File: src/rtl/zc_phase_gen.sv
// Zadoff-Chu phase generator for PUSCH DMRS base sequences.
// It latches the sequence parameters when a start request is accepted.
// It then produces one normalized phase word per sample n = 0..Mzc-1,
// using an incremental quadratic recursion with cyclic extension past Nzc.
// The output is a single-entry register that obeys valid/ready backpressure.
//
// state | meaning
// IDLE  | waiting for a start request with a non-zero length
// RUN   | generating samples until the last one is accepted
module zc_phase_gen (
  input  logic        clk,
  input  logic        rst,
  input  logic        start,
  input  logic [9:0]  Mzc,
  input  logic [9:0]  Nzc,
  input  logic [29:0] Nzc_rec,
  input  logic [9:0]  q,
  output logic        busy,
  output logic        out_valid,
  input  logic        out_ready,
  output logic [15:0] out_phase,
  output logic [9:0]  out_n,
  output logic        out_last
);

  typedef enum logic {IDLE, RUN} state_t;

  state_t      state, state_nxt;
  logic [9:0]  mzc_r, nzc_r, qr_r;
  logic [29:0] rec_r;
  logic [9:0]  m_r, a_r, d_r, n_r;
  logic        last_loaded;

  logic        accept_start, load, accept_last, is_last, wrap;
  logic [10:0] a_sum, d_sum;
  logic [9:0]  a_step, d_step, q_red;
  logic [33:0] product;
  logic [15:0] phase_nxt;

  // Handshake decode and one step of the phase recursion
  always_comb begin
    accept_start = (state == IDLE) && start && (Mzc != 10'd0);
    load         = (state == RUN) && !last_loaded && (!out_valid || out_ready);
    accept_last  = out_valid && out_ready && out_last;
    is_last      = (n_r == 10'(mzc_r - 10'd1));
    wrap         = ({1'b0, m_r} + 11'd1) == {1'b0, nzc_r};
    q_red        = (q >= Nzc) ? 10'(q - Nzc) : q;
    a_sum        = {1'b0, a_r} + {1'b0, d_r};
    d_sum        = {1'b0, d_r} + {1'b0, qr_r};
    a_step       = (a_sum >= {1'b0, nzc_r}) ? 10'(a_sum - {1'b0, nzc_r}) : a_sum[9:0];
    d_step       = (d_sum >= {1'b0, nzc_r}) ? 10'(d_sum - {1'b0, nzc_r}) : d_sum[9:0];
    // Only bits up to 33 matter; a < Nzc keeps the phase inside 16 bits.
    product      = 34'(a_r) * 34'(rec_r);
    phase_nxt    = 16'(product >> 18);
  end

  // Next-state logic
  always_comb begin
    state_nxt = state;
    case (state)
      IDLE: if (accept_start) state_nxt = RUN;
      RUN:  if (accept_last)  state_nxt = IDLE;
      default: state_nxt = IDLE;
    endcase
  end

  assign busy = (state == RUN);

  // State, parameter latch, recursion and output register
  always_ff @(posedge clk) begin
    if (rst) begin
      state       <= IDLE;
      mzc_r       <= '0;
      nzc_r       <= '0;
      rec_r       <= '0;
      qr_r        <= '0;
      m_r         <= '0;
      a_r         <= '0;
      d_r         <= '0;
      n_r         <= '0;
      last_loaded <= 1'b0;
      out_valid   <= 1'b0;
      out_phase   <= '0;
      out_n       <= '0;
      out_last    <= 1'b0;
    end else begin
      state <= state_nxt;
      if (accept_start) begin
        mzc_r       <= Mzc;
        nzc_r       <= Nzc;
        rec_r       <= Nzc_rec;
        qr_r        <= q_red;
        m_r         <= '0;
        a_r         <= '0;
        d_r         <= q_red;
        n_r         <= '0;
        last_loaded <= 1'b0;
      end else if (load) begin
        out_valid   <= 1'b1;
        out_phase   <= phase_nxt;
        out_n       <= n_r;
        out_last    <= is_last;
        last_loaded <= is_last;
        n_r         <= 10'(n_r + 10'd1);
        if (wrap) begin
          m_r <= '0;
          a_r <= '0;
          d_r <= qr_r;
        end else begin
          m_r <= 10'(m_r + 10'd1);
          a_r <= a_step;
          d_r <= d_step;
        end
      end else if (out_valid && out_ready) begin
        out_valid <= 1'b0;
        out_last  <= 1'b0;
      end
    end
  end

endmodule
File: config.mk
export PLATFORM = sky130hd
export DESIGN_NAME = zc_phase_gen
export DESIGN_NICKNAME = d
export VERILOG_FILES = /design/src/rtl/zc_phase_gen.sv
export SDC_FILE = /design/constraint.sdc
export NUM_CORES = 1
export LEC_CHECK = 0
export ABC_AREA = 0
export ABC_CLOCK_PERIOD_IN_PS = 6850
export CAP_MARGIN = 5
export CORE_UTILIZATION = 50
export DETAILED_ROUTE_END_ITERATION = 10
export PLACE_DENSITY = 0.69
export REMOVE_ABC_BUFFERS = 1
export SLEW_MARGIN = 0
export SYNTH_ARGS = -nofsm -noshare
export SYNTH_HDL_FRONTEND = slang
export SYNTH_SLANG_ARGS = --single-unit
File: constraint.sdc
create_clock -name clk -period 6.85 [get_ports clk]
set_clock_uncertainty 0.05 [all_clocks]
set_input_delay 0.685 -clock clk [delete_from_list [all_inputs] [get_ports clk]]
set_output_delay 0.685 -clock clk [all_outputs]
set_load 0.005 [all_outputs]
======== Word-level counts from Yosys, hierarchy flattened ========
Index checks and enable logic that the tools add are counted.
cells by class
  $add $sub $neg .......................... 9
  multipliers ............................. 1
  magnitude comparators ................... 3
  equality and inequality tests ........... 2
  mux-type cells .......................... 14
  bitwise operators ....................... 2
  reduce and logical (&&, ||, !) cells .... 15
operator list
  cell                                                count
  two-way mux 10 bit                                  8
  multiplier 10 x 30 -> 34 bit                        1
  subtractor 10 bit                                   3
  adder 10 x 10 -> 11 bit                             2
  greater-or-equal comparator 11 x 10 -> 1 bit        2
  adder 10 x 1 -> 10 bit, second input constant       2
  adder 10 x 1 -> 11 bit, second input constant       1
  equality test 11 x 10 -> 1 bit                      1
  equality test 10 bit                                1
  greater-or-equal comparator 10 bit                  1
  nonzero test 10 bit                                 1
  subtractor 10 x 1 -> 10 bit, second input constant  1
  logical AND 1 bit                                   6
  two-way mux 1 bit                                   5
  AND reduction 2 bit                                 2
  nonzero test 2 bit                                  2
  logical NOT 1 bit                                   2
  inverter 1 bit                                      2
  case mux 1 bit (2 select lines)                     1
  OR reduction 2 bit                                  1
  logical OR 1 bit                                    1
storage, ports and cells
  register bits ........................... 130
  input port bits ......................... 64
  output and inout bits ................... 29

======== Longest topological paths before layout ========
  word-level depth ........................ 6
  mapped depth ............................ 22
  depth with buffers taken out ............ 20

======== Worst setup path after synthesis ========
OpenSTA, ideal clock, no wires.
  kind .................................... flip-flop to flip-flop
  start ................................... register a_r[1]
  end ..................................... register out_phase[15]
  library setup time ...................... 91 ps
  arrival time ............................ 6011 ps
  data required time ...................... 6709 ps
  path slack .............................. 698 ps
  cell stages (with the launch flop) ...... 21
  path buffers ............................ 2
  cells stage by stage .................... dfxtp_1 -> clkbuf_1 -> clkbuf_1 -> nand2_1 -> fa_1 -> inv_1 -> fa_1 -> fa_1 -> fa_1 -> inv_1 -> fa_1 -> inv_1 -> ha_1 -> a21o_1 -> o21bai_2 -> a31o_1 -> nor2b_4 -> a2111o_1 -> and3_4 -> or4_1 -> a311oi_1
on the way
  word-level cells in the longest chain between the ends .. 1
ends and longest elaborated chain
  what                          RTL line  RTL
  start: declaration            31        logic [9:0] m_r, a_r, d_r, n_r;
  start signal: assignment      111       a_r <= a_step;
  multiplier 10 x 30 -> 34 bit  53        product = 34'(a_r) * 34'(rec_r);
  end signal: assignment        100       out_phase <= phase_nxt;
  end: declaration              21        output logic [15:0] out_phase,
Every way passes these cells.
A chain may end at the register's enable or synchronous reset.

======== Worst setup path after layout ========
Ends and elaborated chain as after synthesis.

==> results.ini <==
[outcome]
outcome=finished, violations left
violations_in_the_final_reports=design-rule violations

[route]
final_ant_viol_nets=0
route.final.wire_length_um=39720
starting_drc_count_in_detailed_routing=749
routedWlPerCell_um=16.64
detail_route.first_pass.iterations=8
detail_route.vias_per_cell=5.527
drt_drc_violations_left=4
vias=13193

[worst_setup_path]
crit_path_frequent_cell=fa_1
crit_path_start=a_r[1]
start_kind=flip-flop
crit_path_max_incr_delay_ns=0.81
worst_r2r_startpoint=a_r[1]
crit_path_end_kind=flip-flop
r2r_cells=18
arrival_time_at_the_worst_endpoint_ns=6.86
critical-path-top-delay-family=adder cells
crit_type=flip-flop to flip-flop
crit_path_slowest_cell=dfxtp_1
critical_path.n_buffers_inverters=3
cp.required_ns=7.14
rr_endpoint=out_phase[15]
critical_path.cell_chain=nand2_1 > fa_1 > inv_1 > fa_1 > inv_1 > fa_1 > fa_1 > fa_1 > inv_1 > ha_1 > a21oi_1 > o21ai_1 > nor4_1 > nand4_1 > a2111o_1 > and3_4 > or4_1 > a311oi_1
crit_path_max_fanout=19
r2r_setup_slack_ns=0.28

[timing]
finalCriticalPeriod_ns=6.568
relSlewSlack_pct=22.75
final-hold-violation-count=0
finalSetupViolations=0
slew_violations=0
pin_slew_with_the_least_headroom_to_its_limit_ns=1.159
totalNegativeSetupSlack_ns=0
rsz0062_at_grt=no
final_clock_period_utilization_by_the_worst_path_pct=95.88
max_freq_ghz=0.1523

[cts]
root_buffer=clkbuf_16
htreeDepth=4
cts.repair_timing.setup_buffer_count=0
worstSkewPairLatency_ns=0.44
numClockSinks=130
cts_hold_buf=0
clock_tree_from_tritoncts=built
clk_transition_reported_paths_ns=0.07
cts-root-to-sink-buffers=2
cts-buffers-inserted=17
cts_repair_resize_count=0

[logic_synthesis]
synth_flop_cell=dfxtp_1
synth_area_per_cell_um2=8.124
syn_area_um2=15830
synth-async-reset-ratio_pct=0
post_synth_most_frequent_cells=364 x nand2_1, 253 x inv_1, 213 x fa_1, 131 x a21oi_1, 130 x dfxtp_1
ys.warnings.count=0
yosysTopAreaCellShare_pct=26.94
synth_cells=1948
synth_top_area_cell=fa_1
synth_seq_cells=130
synth_sequential_area_ratio_pct=16.45
post_synth_edffs=0
netlist_top_cells_area=fa_1 27%, dfxtp_1 16%, nand2_1 8.6%
yosysMostFrequentCell=nand2_1
yosys.cell_types.count=73

[pwr]
power.density_nw_per_um2=224.6
power_leakage_nw=8.180
power.ir.vdd_worst_mv=0.2501
fin_total_pwr_mw=3.964

[grt]
grt_overflow=0
track_usage_pct=25.73
grt_first_pass_wirelength_um=67420
antenna_found_initial=1
first_global_vias=13717
grt_max_degree=64

[floorplan]
io_pins=93
initial_core_util_pct=51.33
die_w_um=179.9
die-area_um2=32370
core_region_area_um2=30830
die_h_um=179.9
num_rows=64

[final_layout]
final_nets=2358
area.growth.synth_to_final_pct=11.52
final-seq-area_um2=2603
multi_input_area_um2=11870
post_route_cells_drive_above_1_share_pct=4.219
final.fill_count=2790
num_antenna_cells=0

[run]
max-cap-violations=0

[min_path]
min-delay-start=out_n[3]
min_path_cells=2
hold_wc_path_type=flip-flop to flip-flop
end_point_of_the_worst_hold_path=out_n[3]

[place]
place.port_buffers=92
routabilityCongestion=0.8725
detailedPlacementHpwl_um=30610

## sequential cells by signal, summed over array words and instances (netlist names)
signal,count
rec_r,30
out_phase,16
a_r,10
d_r,10
m_r,10
mzc_r,10
n_r,10
nzc_r,10
out_n,10
qr_r,10
busy,1
last_loaded,1
out_last,1
out_valid,1
## cell families after synthesis
family                   count (synthesis)  share of synthesized area (%)
AO/OA/AOI/OAI                          292                          11.43
XOR/XNOR                                82                          4.538
adder cells (fa/ha/maj)                316                          35.09
buffers and inverters                  360                          8.594
flip-flops                             130                          16.45
multiplexers                            29                          1.890
AND/OR/NAND/NOR                        739                          22.01
## report_power, final
group | leakage, nW | internal (mW) | switching (mW)
registers | 1.06 | 0.823 | 0.154
clock network | 0.297 | 0.556 | 0.422
logic | 6.82 | 0.876 | 1.13
## layer usage
| layer | wire (um) | track usage, % |
|---|---|---|
| met5 | 0 | 0 |
| met1 | 17540 | 33.59 |
| met3 | 2066 | 3.566 |
| met4 | 588 | 6.414 |
| met2 | 19530 | 44.82 |
## metrics by stage
step | setup slack, ns | utilization, % | cell area, um^2 | instances | hold slack [ns]
after global routing | 0.05894 | 57.24 | 17650 | 2387 | 0.4167
after floorplan | 0.7783 | - | 15410 | 1841 | 0.3881
after CTS | 0.3221 | 57.24 | 17650 | 2387 | 0.4057
after detailed placement | 0.3436 | 55.24 | 17030 | 2355 | 0.3966
after global placement | 0.5558 | 55.24 | 17030 | 2355 | 0.3910
final | 0.2822 | 57.24 | 17650 | 2387 | 0.4032
## worst reg2reg max path, stage by stage (launching register included)
cell	delay, ns
dfxtp_1	0.81
nand2_1	0.18
fa_1	0.57
inv_1	0.05
fa_1	0.50
inv_1	0.05
fa_1	0.55
fa_1	0.43
fa_1	0.50
inv_1	0.04
ha_1	0.32
a21oi_1	0.16
o21ai_1	0.11
nor4_1	0.28
nand4_1	0.30
a2111o_1	0.55
and3_4	0.20
or4_1	0.50
a311oi_1	0.30
## worst max path at each step
stage / cells after the start / to
2_1_floorplan: 18 / out_phase[15]
3_3_place_gp: 18 / out_phase[15]
3_5_place_dp: 18 / out_phase[15]
4_1_cts: 18 / out_phase[15]
5_1_grt: 18 / out_phase[15]
6_report: 18 / out_phase[15]
## cells in the final DEF, fill, tap and decap left out, drive strengths merged, types with 12 or more instances in the layout
cell type and n:
nand3 20, a21oi 131, and2 129, buf 27, xor2 30, nor2b 14, nand2 364, xnor2 52
o21ai 49, clkdlybuf4s50 91, mux2i 22, nor3 30, nor2 99, a211oi 13, nand3b 12, fa 213
a21o 21, clkbuf 17, inv 262, dfxtp 130, ha 103, nand4 24
## area by class of cell
cell class / count / area share (%)
Timing Repair Buffer: 118 / 6.310
Clock buffer: 17 / 2.410
Sequential cell: 130 / 14.75
Tap cell: 396 / 2.808
Multi-Input combinational cell: 1458 / 67.26
Clock inverter: 15 / 1.085
Inverter: 253 / 5.381
Note: power is estimated with default switching activity, not from simulation.
